`config.mk`:
```
export PLATFORM = sky130hd
export DESIGN_NAME = decode_hold_flat
export DESIGN_NICKNAME = d
export VERILOG_FILES = /design/src/rtl/decode_hold_pkg.sv /design/src/rtl/decode_hold_if.sv /design/src/rtl/decode_hold_dec2to4.sv /design/src/rtl/decode_hold.sv /design/src/flat_wrapper.sv
export SDC_FILE = /design/constraint.sdc
export NUM_CORES = 1
export LEC_CHECK = 0
export ABC_AREA = 0
export CAP_MARGIN = 20
export CORE_ASPECT_RATIO = 1.1
export CORE_MARGIN = 2
export CORE_UTILIZATION = 35
export CTS_CLUSTER_DIAMETER = 60
export CTS_CLUSTER_SIZE = 16
export DETAILED_ROUTE_END_ITERATION = 10
export HOLD_SLACK_MARGIN = 0.02
export PLACE_DENSITY = 0.62
export SKIP_CTS_REPAIR_TIMING = 1
export SYNTH_ARGS = -nofsm -noshare
export SYNTH_HDL_FRONTEND = slang
export SYNTH_SLANG_ARGS = --single-unit
```
`constraint.sdc`:
```
create_clock -name clk -period 2.45 [get_ports clk]
set_input_delay 0.245 -clock clk [delete_from_list [all_inputs] [get_ports clk]]
set_output_delay 0.245 -clock clk [all_outputs]
set_load 0.01 [all_outputs]
```
`src/rtl/decode_hold_pkg.sv`:
```
// Shared types and constants for the registered 2-to-4 decoder with hold/gap timing.
package decode_hold_pkg;

    typedef enum logic [1:0] {
        IDLE = 2'd0,
        HOLD = 2'd1,
        GAP  = 2'd2
    } state_e;

    localparam logic [1:0] CODE_A = 2'b11;
    localparam logic [1:0] CODE_B = 2'b10;
    localparam logic [1:0] CODE_C = 2'b01;
    localparam logic [1:0] CODE_D = 2'b00;

endpackage

```
`src/rtl/decode_hold_if.sv`:
```
// Encoder-side code bundle in, decoded lines and status out.
interface decode_hold_if #(
    parameter int CNT_W = 8
);
    logic             e0;
    logic             e1;
    logic             nr;
    logic             a;
    logic             b;
    logic             c;
    logic             d;
    logic             busy;
    logic             drop;
    logic [CNT_W-1:0] evt_cnt;

    modport master (
        output e0, e1, nr,
        input  a, b, c, d, busy, drop, evt_cnt
    );

    modport slave (
        input  e0, e1, nr,
        output a, b, c, d, busy, drop, evt_cnt
    );
endinterface

```
`src/rtl/decode_hold_dec2to4.sv`:
```
// Combinational 2-to-4 one-hot decode; line index equals the code value.
module dec2to4
    import decode_hold_pkg::*;
(
    input  logic       en_i,
    input  logic [1:0] code_i,
    output logic [3:0] line_o
);
    always_comb begin
        line_o = 4'b0000;
        if (en_i) begin
            case (code_i)
                CODE_A:  line_o = 4'b1000;
                CODE_B:  line_o = 4'b0100;
                CODE_C:  line_o = 4'b0010;
                CODE_D:  line_o = 4'b0001;
                default: line_o = 4'b0000;
            endcase
        end
    end
endmodule

```
`src/rtl/decode_hold.sv`:
```
// Registered decoder: each accepted code drives one line for HOLD_CYC cycles, then a one-cycle gap.
// Conflicting codes seen while holding are discarded and flagged with a drop pulse.
module decode_hold
    import decode_hold_pkg::*;
#(
    parameter int HOLD_CYC = 4,
    parameter int CNT_W    = 8
) (
    input  logic         clk,
    input  logic         rst_n,
    decode_hold_if.slave bus
);
    localparam int             HCW       = $clog2(HOLD_CYC + 1);
    localparam logic [HCW-1:0] HOLD_LOAD = HCW'(HOLD_CYC - 1);

    state_e           state_q, state_d;
    logic [HCW-1:0]   hold_q, hold_d;
    logic [1:0]       code_q, code_d;
    logic [3:0]       line_q, line_d;
    logic             busy_q, busy_d;
    logic             drop_q, drop_d;
    logic [CNT_W-1:0] cnt_q, cnt_d;

    logic             req;
    logic [1:0]       req_code;
    logic [3:0]       dec_line;

    assign req      = ~bus.nr;
    assign req_code = {bus.e1, bus.e0};

    dec2to4 u_dec (
        .en_i   (req),
        .code_i (req_code),
        .line_o (dec_line)
    );

    always_comb begin
        state_d = state_q;
        hold_d  = hold_q;
        code_d  = code_q;
        line_d  = line_q;
        drop_d  = 1'b0;
        cnt_d   = cnt_q;
        case (state_q)
            IDLE, GAP: begin
                if (req) begin
                    code_d  = req_code;
                    line_d  = dec_line;
                    hold_d  = HOLD_LOAD;
                    cnt_d   = cnt_q + 1'b1;
                    state_d = HOLD;
                end else begin
                    line_d  = 4'b0000;
                    state_d = IDLE;
                end
            end
            HOLD: begin
                // Same-code requests are absorbed; only a different code is a conflict.
                if (req && (req_code != code_q)) begin
                    drop_d = 1'b1;
                end
                if (hold_q == '0) begin
                    line_d  = 4'b0000;
                    state_d = GAP;
                end else begin
                    hold_d = hold_q - 1'b1;
                end
            end
            default: begin
                line_d  = 4'b0000;
                state_d = IDLE;
            end
        endcase
        busy_d = (state_d == HOLD);
    end

    always_ff @(posedge clk or negedge rst_n) begin
        if (!rst_n) begin
            state_q <= IDLE;
            hold_q  <= '0;
            code_q  <= 2'b00;
            line_q  <= 4'b0000;
            busy_q  <= 1'b0;
            drop_q  <= 1'b0;
            cnt_q   <= '0;
        end else begin
            state_q <= state_d;
            hold_q  <= hold_d;
            code_q  <= code_d;
            line_q  <= line_d;
            busy_q  <= busy_d;
            drop_q  <= drop_d;
            cnt_q   <= cnt_d;
        end
    end

    assign bus.a       = line_q[3];
    assign bus.b       = line_q[2];
    assign bus.c       = line_q[1];
    assign bus.d       = line_q[0];
    assign bus.busy    = busy_q;
    assign bus.drop    = drop_q;
    assign bus.evt_cnt = cnt_q;
endmodule

```
`src/flat_wrapper.sv`:
```
// flat-port wrapper written by rule: the top's interface ports become plain ports
module decode_hold_flat import decode_hold_pkg::*;
#(
    parameter int HOLD_CYC = 4,
    parameter int CNT_W    = 8
)
  (clk, rst_n, bus_e0, bus_e1, bus_nr, bus_a, bus_b, bus_c, bus_d, bus_busy, bus_drop, bus_evt_cnt);
  decode_hold_if #(.CNT_W(CNT_W)) bus_i ();
  input  logic clk;
  input  logic rst_n;
  input wire logic [$bits(bus_i.e0)-1:0] bus_e0;
  input wire logic [$bits(bus_i.e1)-1:0] bus_e1;
  input wire logic [$bits(bus_i.nr)-1:0] bus_nr;
  output wire logic [$bits(bus_i.a)-1:0] bus_a;
  output wire logic [$bits(bus_i.b)-1:0] bus_b;
  output wire logic [$bits(bus_i.c)-1:0] bus_c;
  output wire logic [$bits(bus_i.d)-1:0] bus_d;
  output wire logic [$bits(bus_i.busy)-1:0] bus_busy;
  output wire logic [$bits(bus_i.drop)-1:0] bus_drop;
  output wire logic [$bits(bus_i.evt_cnt)-1:0] bus_evt_cnt;
  assign bus_i.e0 = bus_e0;
  assign bus_i.e1 = bus_e1;
  assign bus_i.nr = bus_nr;
  assign bus_a = bus_i.a;
  assign bus_b = bus_i.b;
  assign bus_c = bus_i.c;
  assign bus_d = bus_i.d;
  assign bus_busy = bus_i.busy;
  assign bus_drop = bus_i.drop;
  assign bus_evt_cnt = bus_i.evt_cnt;
  decode_hold #(.HOLD_CYC(HOLD_CYC), .CNT_W(CNT_W)) u_core (.clk(clk), .rst_n(rst_n), .bus(bus_i));
endmodule
```
=== Yosys cells after proc, flatten, opt, wreduce, memory -nomap -nowiden ===
Cells that the tools add are included.

* Flip-flop bits (word level): 21
* Input bits: 5

* Multiplexer cells: 12
* Equality and inequality tests: 10
* Add/subtract/negate cells: 2
* Bitwise operators: 1
* Reductions and logical operators: 8

{| class="wikitable"
|+ Operators by type and width
! operator !! number
|-
| one-hot mux 4 bit (4 select lines) || 1
|-
| adder 8 x 1 -> 8 bit, second input constant || 1
|-
| two-way mux 4 bit || 2
|-
| one-hot mux 4 bit (2 select lines) || 1
|-
| equality test 2 x 1 -> 1 bit, second input constant || 3
|-
| equality test 2 bit, second input constant || 3
|-
| two-way mux 3 bit || 2
|-
| one-hot mux 3 bit (2 select lines) || 1
|-
| zero test 2 bit || 2
|-
| != test 2 bit, second input constant || 2
|-
| one-hot mux 2 bit (2 select lines) || 1
|-
| zero test 3 bit || 1
|-
| two-way mux 1 bit || 3
|-
| AND reduction 3 bit || 1
|-
| subtractor 3 x 1 -> 3 bit, second input constant || 1
|-
| two-way mux 2 bit || 1
|-
| != test 2 x 1 -> 1 bit, second input constant || 1
|-
| != test 2 bit || 1
|-
| AND reduction 2 bit || 1
|-
| nonzero test 2 bit || 1
|-
| OR reduction 2 bit || 1
|-
| logical AND 1 bit || 1
|-
| inverter 1 bit || 1
|}

=== Logic depth before layout (Yosys ltp) ===
Gate-level depths: netlist of the first run.

* Word-level depth: 4
* Mapped depth: 7

=== Cells and area by module ===
A second synthesis of the first run with hierarchy kept.

* Cells, all modules: 72
* Area total of the unflattened synthesis: 928.4 µm²

{| class="wikitable"
|+ Modules (own cells, without submodules)
! module !! cells each !! area each (µm²) !! instances !! sequential area each (µm²)
|-
| decode_hold || 68 || 890.9 || 1 || 525.5
|-
| dec2to4 || 4 || 37.5 || 1 || 0.0
|}

=== Worst setup path before layout of the first run ===
OpenSTA, ideal clock, no wires.

* Kind: register -> register
* Start: reg u_core.hold_q[0]
* End: reg u_core.hold_q[0]
* Buffers on the path: 1
* Arrival time: 1.298 ns
* Required time: 2.377 ns
* Stages on the path, launching flop included: 8
* Slack: 1.079 ns
* Cells stage by stage: dfrtp_1 > inv_1 > ha_1 > ha_1 > nor3b_2 > buf_4 > nor3_1 > a21oi_2

* Word-level cells in the longest chain between the ends: 3
* Elaborated cells on any way between the ends: 6

{| class="wikitable"
|+ RTL lines
! element !! line !! source
|-
| from (decl) || decode_hold.sv:17 || <nowiki>logic [HCW-1:0] hold_q, hold_d;</nowiki>
|-
| from (signal assigned) || decode_hold.sv:88 || <nowiki>hold_q <= hold_d;</nowiki>
|-
| subtractor 3 x 1 -> 3 bit / zero test 3 bit (equally long branches) || decode_hold.sv:66, decode_hold.sv:62 ||
|-
| two-way mux 3 bit / != test 2 bit (equally long branches) || n/a ||
|-
| one-hot mux 3 bit (2 select lines) / AND reduction 3 bit (equally long branches) || n/a ||
|}

Several ways; a longest one is shown, not always the timed one. The select of a mux whose other input is x is not followed.
A chain may end at the register's enable or synchronous reset.

=== Final worst setup path of the first run ===
* Start: reg u_core.hold_q[0]
* End: reg u_core.line_q[1]

* Word-level cells in the longest chain between the ends: 2

{| class="wikitable"
|+ RTL lines
! element !! line !! source
|-
| zero test 3 bit || decode_hold.sv:62 || <nowiki>if (hold_q == '0) begin</nowiki>
|-
| != test 2 x 1 -> 1 bit (no source line) || n/a ||
|-
| to (signal assigned) || decode_hold.sv:90 || <nowiki>line_q <= line_d;</nowiki>
|-
| to (decl) || decode_hold.sv:19 || <nowiki>logic [3:0] line_q, line_d;</nowiki>
|}

Every way passes these cells.

==> metrics.md, run 1 <==
| Metric | Value |
|---|---|
| Slowest-stage cell, CP | `nor3b_2` |
| DRT Pass-1 Iters | `4` |
| Leak | `0.517 nW` |
| Max H-tree Level | `1` |
| Final Hold Slack | `268 ps` |
| F_max | `555 MHz` |
| Period minus WS final | `1800 ps` |
| Clock Latency Late Sink | `300 ps` |
| CP Buf/Inv Count | `1` |
| Startpoint Class | `flip-flop` |
| DP Area | `1120 µm²` |
| Io pins | `19` |
| Number of synthesized flops with an enable pin | `0` |
| Top-count cell post-synth | `dfrtp_1` |
| Max Cap Viol | `0` |
| Final worst setup slack | `649 ps` |
| Routed WL | `1.48 mm` |
| Top_reg_cell synth | `dfrtp_1` |
| Crit-path cells | `inv_1 > ha_1 > ha_1 > nor3b_2 > a22o_1` |
| Max VDD drop | `0.614 mV` |
| Post-synthesis simple-gate area fraction | `14.7%` |
| DRT iter0 DRCs | `4` |
| Max clock buf depth | `2` |
| Root buffer cell | `clkbuf_4` |
| Clock-pin slew on the worst setup and hold paths | `120 ps` |
| Pin count of the biggest net entering global routing | `22` |
| Final-stage net count | `102` |
| Delay of the slowest critical-path stage | `620 ps` |
| Initial antenna violation count | `0` |
| Post-Syn Nets | `80` |
| Class of the worst hold path | `input pin to asynchronous set/reset pin` |
| CTS tree | `built` |
| Share of cells above drive strength 1 | `15.1%` |
| Ys async rst share | `100%` |
| Worst-path fanout max | `12` |
| Cells after Synth | `72` |
| Hold Vio Cnt, Final | `0` |
| Post-synthesis adder-cell area fraction | `4.09%` |
| Total negative slack | `0 ps` |
| Post-synthesis compound-gate area fraction | `7.91%` |
| First-pass GRT wire length | `2.47 mm` |
| FP Rows | `19` |
| Post-synthesis mux area share | `2.46%` |
| HPWL Detailed | `1.03 mm` |
| Critical path class | `flip-flop to flip-flop` |
| Worst Path Arrival | `2050 ps` |
| Yosys top cell area share | `57.3%` |
| Routability cong. | `0.773` |
| CTS buffer count | `3` |
| Number of synthesized register bits | `21` |
| Tightest Pin Transition | `742 ps` |
| Synthesis warning total | `0` |
| WP data required | `2700 ps` |
| P&R area growth vs syn | `25.6%` |
| Status | `finished, final reports clean` |
| Normalized max-slew margin | `50.3%` |
| Die H | `57.7 µm` |
| DR WL/cell | `11.9 µm` |
| Synthesized area per cell | `12.7 µm²` |
| Main combinational cell family by area after synthesis | `simple AND/OR/NAND/NOR gates` |
| Unique masters post-synth | `25` |
| Routed Antenna Nets | `0` |
| Final setup violation count | `0` |
| Total GRT Usage | `11.2%` |
| Die Footprint | `3050 µm²` |
| Clk sinks | `21` |
| Core ar. | `2500 µm²` |
| Remaining routing DRC violations | `0` |
| Die X | `52.8 µm` |
| Vias in the first global route | `539` |
| Post-place setup slack | `642 ps` |
| IO Port Bufs | `18` |
| Vias per cell | `4.72` |
| Fin. max-slew vios | `0` |
| Netlist Area Pre-Place | `917 µm²` |
| Post-synthesis xor/xnor area fraction | `9.41%` |
| Final instance area | `1150 µm²` |
| Largest area contributor in the netlist | `dfrtp_1` |
| Final cycle utilization of the critical path | `73.5%` |
| RSZ-0062 raised after global routing | `false` |
| Most used cell, CP | `ha_1` |
| Starting density of the core | `36.7%` |
| Most frequent cells after synthesis | `dfrtp_1 (21), xnor2_1 (7), nand2_1 (6), inv_1 (5)` |
| Diode count | `0` |
| CP delay by family, top | `simple AND/OR/NAND/NOR gates` |
| Clock skew | `8.76 ps` |
| Pwr Density | `1120 nW/µm²` |
| DR vias | `585` |
| Overflow after GRT | `0` |
| Main area contributors after synthesis | `dfrtp_1 (57%), xnor2_1 (6.7%), ha_1 (4.1%), mux2_2 (2.5%), nand2_1 (2.5%)` |
| Register area share after synthesis | `57.3%` |
| Setup crit end kind | `flip-flop` |
[cells by family after synthesis]
logic type               Yosys count
AND/OR/NAND/NOR                   21
flip-flops                        21
AO/OA/AOI/OAI                      9
XOR/XNOR                           9
buffers and inverters              7
adder cells (fa/ha/maj)            3
multiplexers                       2
[layout make-up]
cell class	instances	area (µm²)
clock buffers	3	22.5
clock inverters	1	5.00
fillers	239	1340
inverters	5	18.8
multi-input cells	44	354
flip-flops and latches	21	526
well taps	31	38.8
repair buffers	19	188
[power breakdown]
part           leakage [nW]  internal, W  switching (W)
clock                0.0177    0.0000608       0.000104
sequential            0.265     0.000477       0.000105
combinational         0.234     0.000294       0.000247
[layer usage]
layer	wire length (µm)	share of wire [%]	GRT usage, %
met1	715	48	15.6
met2	704	48	16.1
met4	16	1.1	6.59
met5	0	0	0
met3	43	2.9	2.32
[per-stage QoR]
step                util (%)  cells  total power, W
floorplan                  -     72        0.000928
global placement        45.1    120         0.00113
detailed placement      45.1    120         0.00114
CTS                     46.2    124         0.00131
global route            46.2    124         0.00140
finish                  46.2    124         0.00129
[worst reg2reg max path: cells and delay by family, from the launching register on]
family / cells / cell delay, ps
adders and majority gates: 2 / 400
buffers and inverters: 1 / 60
DFF: 1 / 410
AOI/OAI and AO/OA: 1 / 270
and+or+nand+nor: 1 / 620
[cell usage in the layout, fill, tap and decap left out, drive strengths merged]
master and instances:
nor3 3, nor2 1, o21ai 3, nand4 4
inv 5, xnor2 8, and3 2, a22o 2
clkbuf 3, clkdlybuf4s50 18, nand2 6, nor3b 2
o31ai 1, clkinv 1, a21oi 2, dfrtp 21
a2111oi 1, buf 1, mux2 2, ha 3
xor2 1, or2 2, nand2b 1
[registers in the layout, summed over array words and instances (netlist names)]
name,flops
u_core.hold_q,3
u_core.bus.evt_cnt,8
u_core.line_q,4
u_core.bus.drop,1
u_core.bus.busy,1
u_core.code_q,2
u_core.state_q,2
[final timing paths]
path                                  start                     to  slack [ps]  cells past startpoint
max reg2reg                u_core.hold_q[0]       u_core.line_q[1]         650                      5
min reg2reg                u_core.hold_q[0]       u_core.hold_q[0]         490                      1
min                                   rst_n       u_core.hold_q[2]         270                      2
max in group asynchronous             rst_n  u_core.bus.evt_cnt[1]        1960                      2
max                        u_core.hold_q[0]       u_core.line_q[1]         650                      5
min in group clk           u_core.hold_q[0]       u_core.hold_q[0]         490                      1
Power figures use the tool's default switching activity.
==> inputs of run 2 (changes only) <==
==> constraint.sdc (replaced) <==
create_clock -name clk -period 1.9 [get_ports clk]
set_input_delay 0.19 -clock clk [delete_from_list [all_inputs] [get_ports clk]]
set_output_delay 0.19 -clock clk [all_outputs]
set_load 0.01 [all_outputs]
==> run 2 against run 1 <==
  * Clock power is 27% higher
  * Combinational power rose by 35%
  * Cell area up 1.2%
  * Sequential share of layout area down 0.54 points
  * Non-clock buffer count rose by 2
  * Clock skew shrank 3.9 ps
  * Hold slack worse by 51 ps
  * Largest cell class unchanged
==> metrics.md, run 2 (same netlist as run 1, synthesis figures left out) <==
| Metric | Value |
|---|---|
| Clock Latency Late Sink | `300 ps (about the same)` |
| Normalized max-slew margin | `70.1% (+20 points)` |
| Vias in the first global route | `611 (+13%)` |
| Met2 usage in global routing | `18.9% (+2.9 points)` |
| Commonest non-fill, non-tap cells in the layout | `dfrtp_1 (21), clkdlybuf4s50_1 (18), xnor2_1 (7)` |
| Overflow after GRT | `0 (unchanged)` |
| Worst Path Arrival | `1300 ps (-750 ps)` |
| Fin. max-slew vios | `0 (unchanged)` |
| Period minus WS final | `1490 ps` |
| Pin count of the biggest net entering global routing | `22 (unchanged)` |
| RSZ-0062 raised after global routing | `false` |
| HPWL Detailed | `1.13 mm (+9.7%)` |
| Leak | `0.524 nW (+1.4%)` |
| Root buffer cell | `clkbuf_4` |
| Diode count | `0 (unchanged)` |
| Met1 Use GR | `17.1% (+1.5 points)` |
| Clk sinks | `21 (unchanged)` |
| DR WL/cell | `12.0 µm (+1.0%)` |
| FP Rows | `19 (unchanged)` |
| IO Port Bufs | `18 (unchanged)` |
| Io pins | `19 (unchanged)` |
| Die H | `57.7 µm (unchanged)` |
| Class of the worst hold path | `input pin to asynchronous set/reset pin` |
| Max Cap Viol | `0 (unchanged)` |
| WP data required | `1710 ps (-990 ps)` |
| DRT Pass-1 Iters | `2 (-2)` |
| Delay of the slowest critical-path stage | `560 ps (-60 ps)` |
| F_max | `670 MHz` |
| Final cycle utilization of the critical path | `78.5%` |
| Slowest-stage cell, CP | `clkdlybuf4s50_1` |
| Core ar. | `2500 µm² (unchanged)` |
| Routed WL | `1.52 mm (+2.6%)` |
| Final-stage net count | `104 (+2.0%)` |
| CP delay by family, top | `buffers and inverters` |
| Die X | `52.8 µm (unchanged)` |
| Starting density of the core | `36.7% (unchanged)` |
| Worst-path fanout max | `3 (-9)` |
| CTS tree | `built` |
| Gr busiest metal | `met2` |
| Clock skew | `4.91 ps (-3.85 ps)` |
| Critical path class | `flip-flop to output port` |
| Setup crit end kind | `output port` |
| Most common cell after layout, fill and taps aside | `dfrtp_1` |
| Vias per cell | `4.52 (-4.1%)` |
| Total GRT Usage | `12.4% (+1.2 points)` |
| Final setup violation count | `0 (unchanged)` |
| Max clock buf depth | `2 (unchanged)` |
| Hold Vio Cnt, Final | `0 (unchanged)` |
| Tightest Pin Transition | `448 ps (-294 ps)` |
| Routed Antenna Nets | `0 (unchanged)` |
| Pwr Density | `1450 nW/µm² (+30%)` |
| Remaining routing DRC violations | `0 (unchanged)` |
| Total negative slack | `0 ps (unchanged)` |
| Final Hold Slack | `217 ps (-51.2 ps)` |
| DRT iter0 DRCs | `10 (+6)` |
| Largest register FFs | `8 (unchanged)` |
| Die Footprint | `3050 µm² (unchanged)` |
| Routability cong. | `0.835 (+8.1%)` |
| Startpoint Class | `flip-flop` |
| Max H-tree Level | `1 (unchanged)` |
| Clock-pin slew on the worst setup and hold paths | `110 ps (about the same)` |
| Crit-path cells | `clkdlybuf4s50_1` |
| Max VDD drop | `0.626 mV (+1.9%)` |
| Initial antenna violation count | `0 (unchanged)` |
| First-pass GRT wire length | `2.77 mm (+12%)` |
| DR vias | `570 (-2.6%)` |
| Status | `finished, final reports clean` |
| CP Buf/Inv Count | `1 (unchanged)` |
| GR Util met3 | `1.55% (-0.77 points)` |
| CTS buffer count | `3 (unchanged)` |
| Share of cells above drive strength 1 | `15.8% (+0.74 points)` |
| P&R area growth vs syn | `27.1%` |
[run 2: changes by cell type in the layout (fill, tap and decap cells not counted)]
cell | previous run | this run
clkinv_2 | 1 | 0
buf_4 | 1 | 3
clkbuf_1 | 0 | 1
[run 2: worst paths after layout]
path / to / from / slack [ps] / cells after the start
min in group clk: u_core.hold_q[0] / u_core.hold_q[0] / 490 / 1
setup / recovery: bus_evt_cnt[6] / u_core.bus.evt_cnt[6] / 410 / 1
hold reg to reg: u_core.hold_q[0] / u_core.hold_q[0] / 490 / 1
max in group asynchronous: u_core.bus.drop / rst_n / 1470 / 2
hold / removal: u_core.bus.evt_cnt[1] / rst_n / 220 / 2
setup reg to reg: u_core.hold_q[1] / u_core.hold_q[0] / 430 / 7
[run 2: cell type report]
| class | count | area, µm² |
|---|---|---|
| fill | 230 | 1330 |
| sequential | 21 | 526 |
| multi-input combinational | 44 | 354 |
| timing repair buffer | 21 | 203 |
| tap | 31 | 38.8 |
| clock buffer | 4 | 26.3 |
| inverter | 5 | 18.8 |
[run 2: through the flow]
stage / setup slack [ps] / std cells / util [%] / total power (W) / instance area [µm²]
6_report: 408 / 126 / 46.7 / 0.00169 / 1170
2_1_floorplan: 529 / 72 / - / 0.00120 / 917
5_1_grt: 273 / 126 / 46.7 / 0.00185 / 1170
3_3_place_gp: 345 / 122 / 45.7 / 0.00148 / 1140
4_1_cts: 376 / 126 / 46.7 / 0.00172 / 1170
3_5_place_dp: 331 / 122 / 45.7 / 0.00151 / 1140
[run 2: where the power goes]
part / switching (W) / internal, W
logic: 0.000327 / 0.000405
clock network: 0.000129 / 0.0000817
registers: 0.000137 / 0.000616
total: 0.000592 / 0.00110
[run 2: routing by layer]
| layer | up-vias | wire length, µm |
|---|---|---|
| met5 | - | 0 |
| met4 | 0 | 16 |
| met3 | 2 | 32 |
| met2 | 5 | 754 |
| met1 | 272 | 714 |
| li1 | 291 | - |
==> inputs of run 3 (changes only) <==
--- a/config.mk
+++ b/config.mk
@@ -14,7 +14,7 @@
 export CTS_CLUSTER_SIZE = 16
 export DETAILED_ROUTE_END_ITERATION = 10
 export HOLD_SLACK_MARGIN = 0.02
-export PLACE_DENSITY = 0.62
+export PLACE_DENSITY = 0.64
 export SKIP_CTS_REPAIR_TIMING = 1
 export SYNTH_ARGS = -nofsm -noshare
 export SYNTH_HDL_FRONTEND = slang
==> constraint.sdc (replaced) <==
create_clock -name clk -period 1.3 [get_ports clk]
set_input_delay 0.13 -clock clk [delete_from_list [all_inputs] [get_ports clk]]
set_output_delay 0.13 -clock clk [all_outputs]
set_load 0.01 [all_outputs]
==> run 3 against run 2 <==
  * The run now ends with setup timing left
  * Die area unchanged
  * Flip-flop and latch count unchanged
  * Sequential share of layout area down 6.4 points
  * Largest cell class unchanged
  * Highest routed layer unchanged
==> metrics.md, run 3 (same netlist as run 1, synthesis figures left out) <==
| Metric | Value |
|---|---|
| Share of cells above drive strength 1 | `30.8% (+15 points)` |
| DR WL/cell | `12.4 µm (+3.3%)` |
| CTS tree | `built` |
| CTS buffer count | `3 (unchanged)` |
| Reg2Reg Depth | `7 (unchanged)` |
| Remaining routing DRC violations | `0 (unchanged)` |
| Pin count of the biggest net entering global routing | `22 (unchanged)` |
| FILL cells | `221 (-3.9%)` |
| Final worst setup slack | `-55.3 ps (-463 ps)` |
| Final-stage net count | `116 (+12%)` |
| HPWL Detailed | `1.12 mm (-1.6%)` |
| Delay of the slowest critical-path stage | `360 ps (-200 ps)` |
| Leak | `0.793 nW (+51%)` |
| WP data required | `1510 ps (-200 ps)` |
| Worst Path Arrival | `1560 ps (+260 ps)` |
| First-pass GRT wire length | `2.79 mm (+0.50%)` |
| DR vias | `665 (+17%)` |
| Io pins | `19 (unchanged)` |
| Crit-path cells | `inv_1 > ha_4 > ha_4 > nor3b_4 > buf_6 > nand2b_1 > o31ai_1` |
| WP depth | `7 (+6)` |
| Most used cell, CP | `ha_4` |
| Starting density of the core | `36.7% (unchanged)` |
| DRT Pass-1 Iters | `2 (unchanged)` |
| Max VDD drop | `1.12 mV (+80%)` |
| Class of the worst hold path | `input pin to asynchronous set/reset pin` |
| Fin util | `54.4% (+7.7 points)` |
| Failing checks | `setup timing` |
| Clock skew | `1.75 ps (-3.16 ps)` |
| IO Port Bufs | `18 (unchanged)` |
| F_max | `738 MHz` |
| Largest register FFs | `8 (unchanged)` |
| RSZ-0062 raised after global routing | `true` |
| Total negative slack | `-291 ps (-291 ps)` |
| Max Cap Viol | `0 (unchanged)` |
| Final cycle utilization of the critical path | `104%` |
| Overflow after GRT | `0 (unchanged)` |
| Vias per cell | `4.82 (+6.5%)` |
| Worst-path fanout max | `6 (+3)` |
| Startpoint Class | `flip-flop` |
| Routability cong. | `0.776 (-7.0%)` |
| Fin. max-slew vios | `0 (unchanged)` |
| Setup crit end kind | `flip-flop` |
| FF+latch area | `526 µm² (unchanged)` |
| Tightest Pin Transition | `269 ps (-179 ps)` |
| Initial antenna violation count | `0 (unchanged)` |
| Critical path launch point | `u_core.hold_q[1]` |
| Status | `finished with violations` |
| Die X | `52.8 µm (unchanged)` |
| Routed Antenna Nets | `0 (unchanged)` |
| Total GRT Usage | `12.4% (+0.034 points)` |
| Die Footprint | `3050 µm² (unchanged)` |
| CP delay by family, top | `flip-flops` |
| FP Rows | `19 (unchanged)` |
| Max H-tree Level | `1 (unchanged)` |
| Routed WL | `1.72 mm (+13%)` |
| Slowest-stage cell, CP | `dfrtp_1` |
| Critical path class | `flip-flop to flip-flop` |
| Clk sinks | `21 (unchanged)` |
| Normalized max-slew margin | `82.1% (+12 points)` |
| Hold Vio Cnt, Final | `0 (unchanged)` |
| Pwr Density | `2080 nW/µm² (+43%)` |
| DRT iter0 DRCs | `6 (-4)` |
| Commonest non-fill, non-tap cells in the layout | `dfrtp_1 (21), dlymetal6s2s_1 (14), buf_4 (13)` |
| Most common cell after layout, fill and taps aside | `dfrtp_1` |
| Vias in the first global route | `659 (+7.9%)` |
| Footprint of the multi-input gates | `404 µm² (+14%)` |
| Reg-to-Reg Start | `u_core.hold_q[1]` |
| Setup slack, reg-to-reg | `-60 ps (-490 ps)` |
| Clock-pin slew on the worst setup and hold paths | `110 ps (about the same)` |
| Die H | `57.7 µm (unchanged)` |
| Diode count | `0 (unchanged)` |
| CP Buf/Inv Count | `2 (+1)` |
| Clock Latency Late Sink | `290 ps (about the same)` |
| Root buffer cell | `clkbuf_4` |
| P&R area growth vs syn | `48.0%` |
| Period minus WS final | `1360 ps` |
| Core ar. | `2500 µm² (unchanged)` |
| Max clock buf depth | `2 (unchanged)` |
| Final setup violation count | `9 (+9)` |
| RR Endpoint | `u_core.hold_q[2]` |
-- run 3: changes by cell type in the layout (fill, tap and decap cells not counted), moves of 2 or more --
cell             before  now
dlymetal6s2s_1        0   14
nor3_1                3    1
ha_4                  0    2
buf_4                 3   13
clkdlybuf4s50_1      18    4
ha_1                  3    1
-- run 3: how the worst max path moves through the flow --
stage | slack [ps] | to
after global routing | -130 | u_core.hold_q[2]
after detailed placement | -30 | u_core.code_q[0]
after CTS | -150 | bus_evt_cnt[3]
after floorplan | -50 | u_core.hold_q[0]
final | -60 | u_core.hold_q[2]
after global placement | -10 | u_core.hold_q[0]
-- run 3: power breakdown --
group / leakage [nW] / internal, W / switching, W / total [W]
clock: 0.0150 / 0.000119 / 0.000187 / 0.000307
combinational: 0.513 / 0.000811 / 0.000657 / 0.00147
sequential: 0.265 / 0.000899 / 0.000151 / 0.00105
-- run 3: stage by stage --
stage / cells / setup WS [ps] / total power (W) / instance area [µm²] / hold WS (ps)
2_1_floorplan: 72 / -53.8 / 0.00179 / 937 / -166
6_report: 138 / -55.3 / 0.00282 / 1360 / 157
3_5_place_dp: 125 / -30.7 / 0.00231 / 1190 / 481
5_1_grt: 138 / -126 / 0.00306 / 1360 / 185
4_1_cts: 129 / -154 / 0.00263 / 1220 / 156
3_3_place_gp: 125 / -14.9 / 0.00228 / 1190 / 478
-- run 3: worst reg2reg max path, cell delays in order (launching register included) --
cell      delay (ps)
dfrtp_1          360
inv_1             70
ha_4             160
ha_4             160
nor3b_4          220
buf_6            170
nand2b_1          60
o31ai_1           70
-- run 3: metal layers --
metal  up-vias  wire (µm)  global-route usage (%)  part of all wire [%]
met5         -          0                       0                     0
met4         0         18                    6.59                   1.0
li1        320          -                       -                     -
met1       336        720                    15.7                    42
met2         7        918                    19.8                    53
met3         2         59                    2.58                   3.4
-- run 3: layout make-up --
cell class                      instances  share of cell area (%)
Sequential cell                        21                    38.7
Clock buffer                            4                    1.94
Multi-Input combinational cell         44                    29.8
Tap cell                               31                    2.86
Inverter                                5                    1.38
Timing Repair Buffer                   33                    25.3
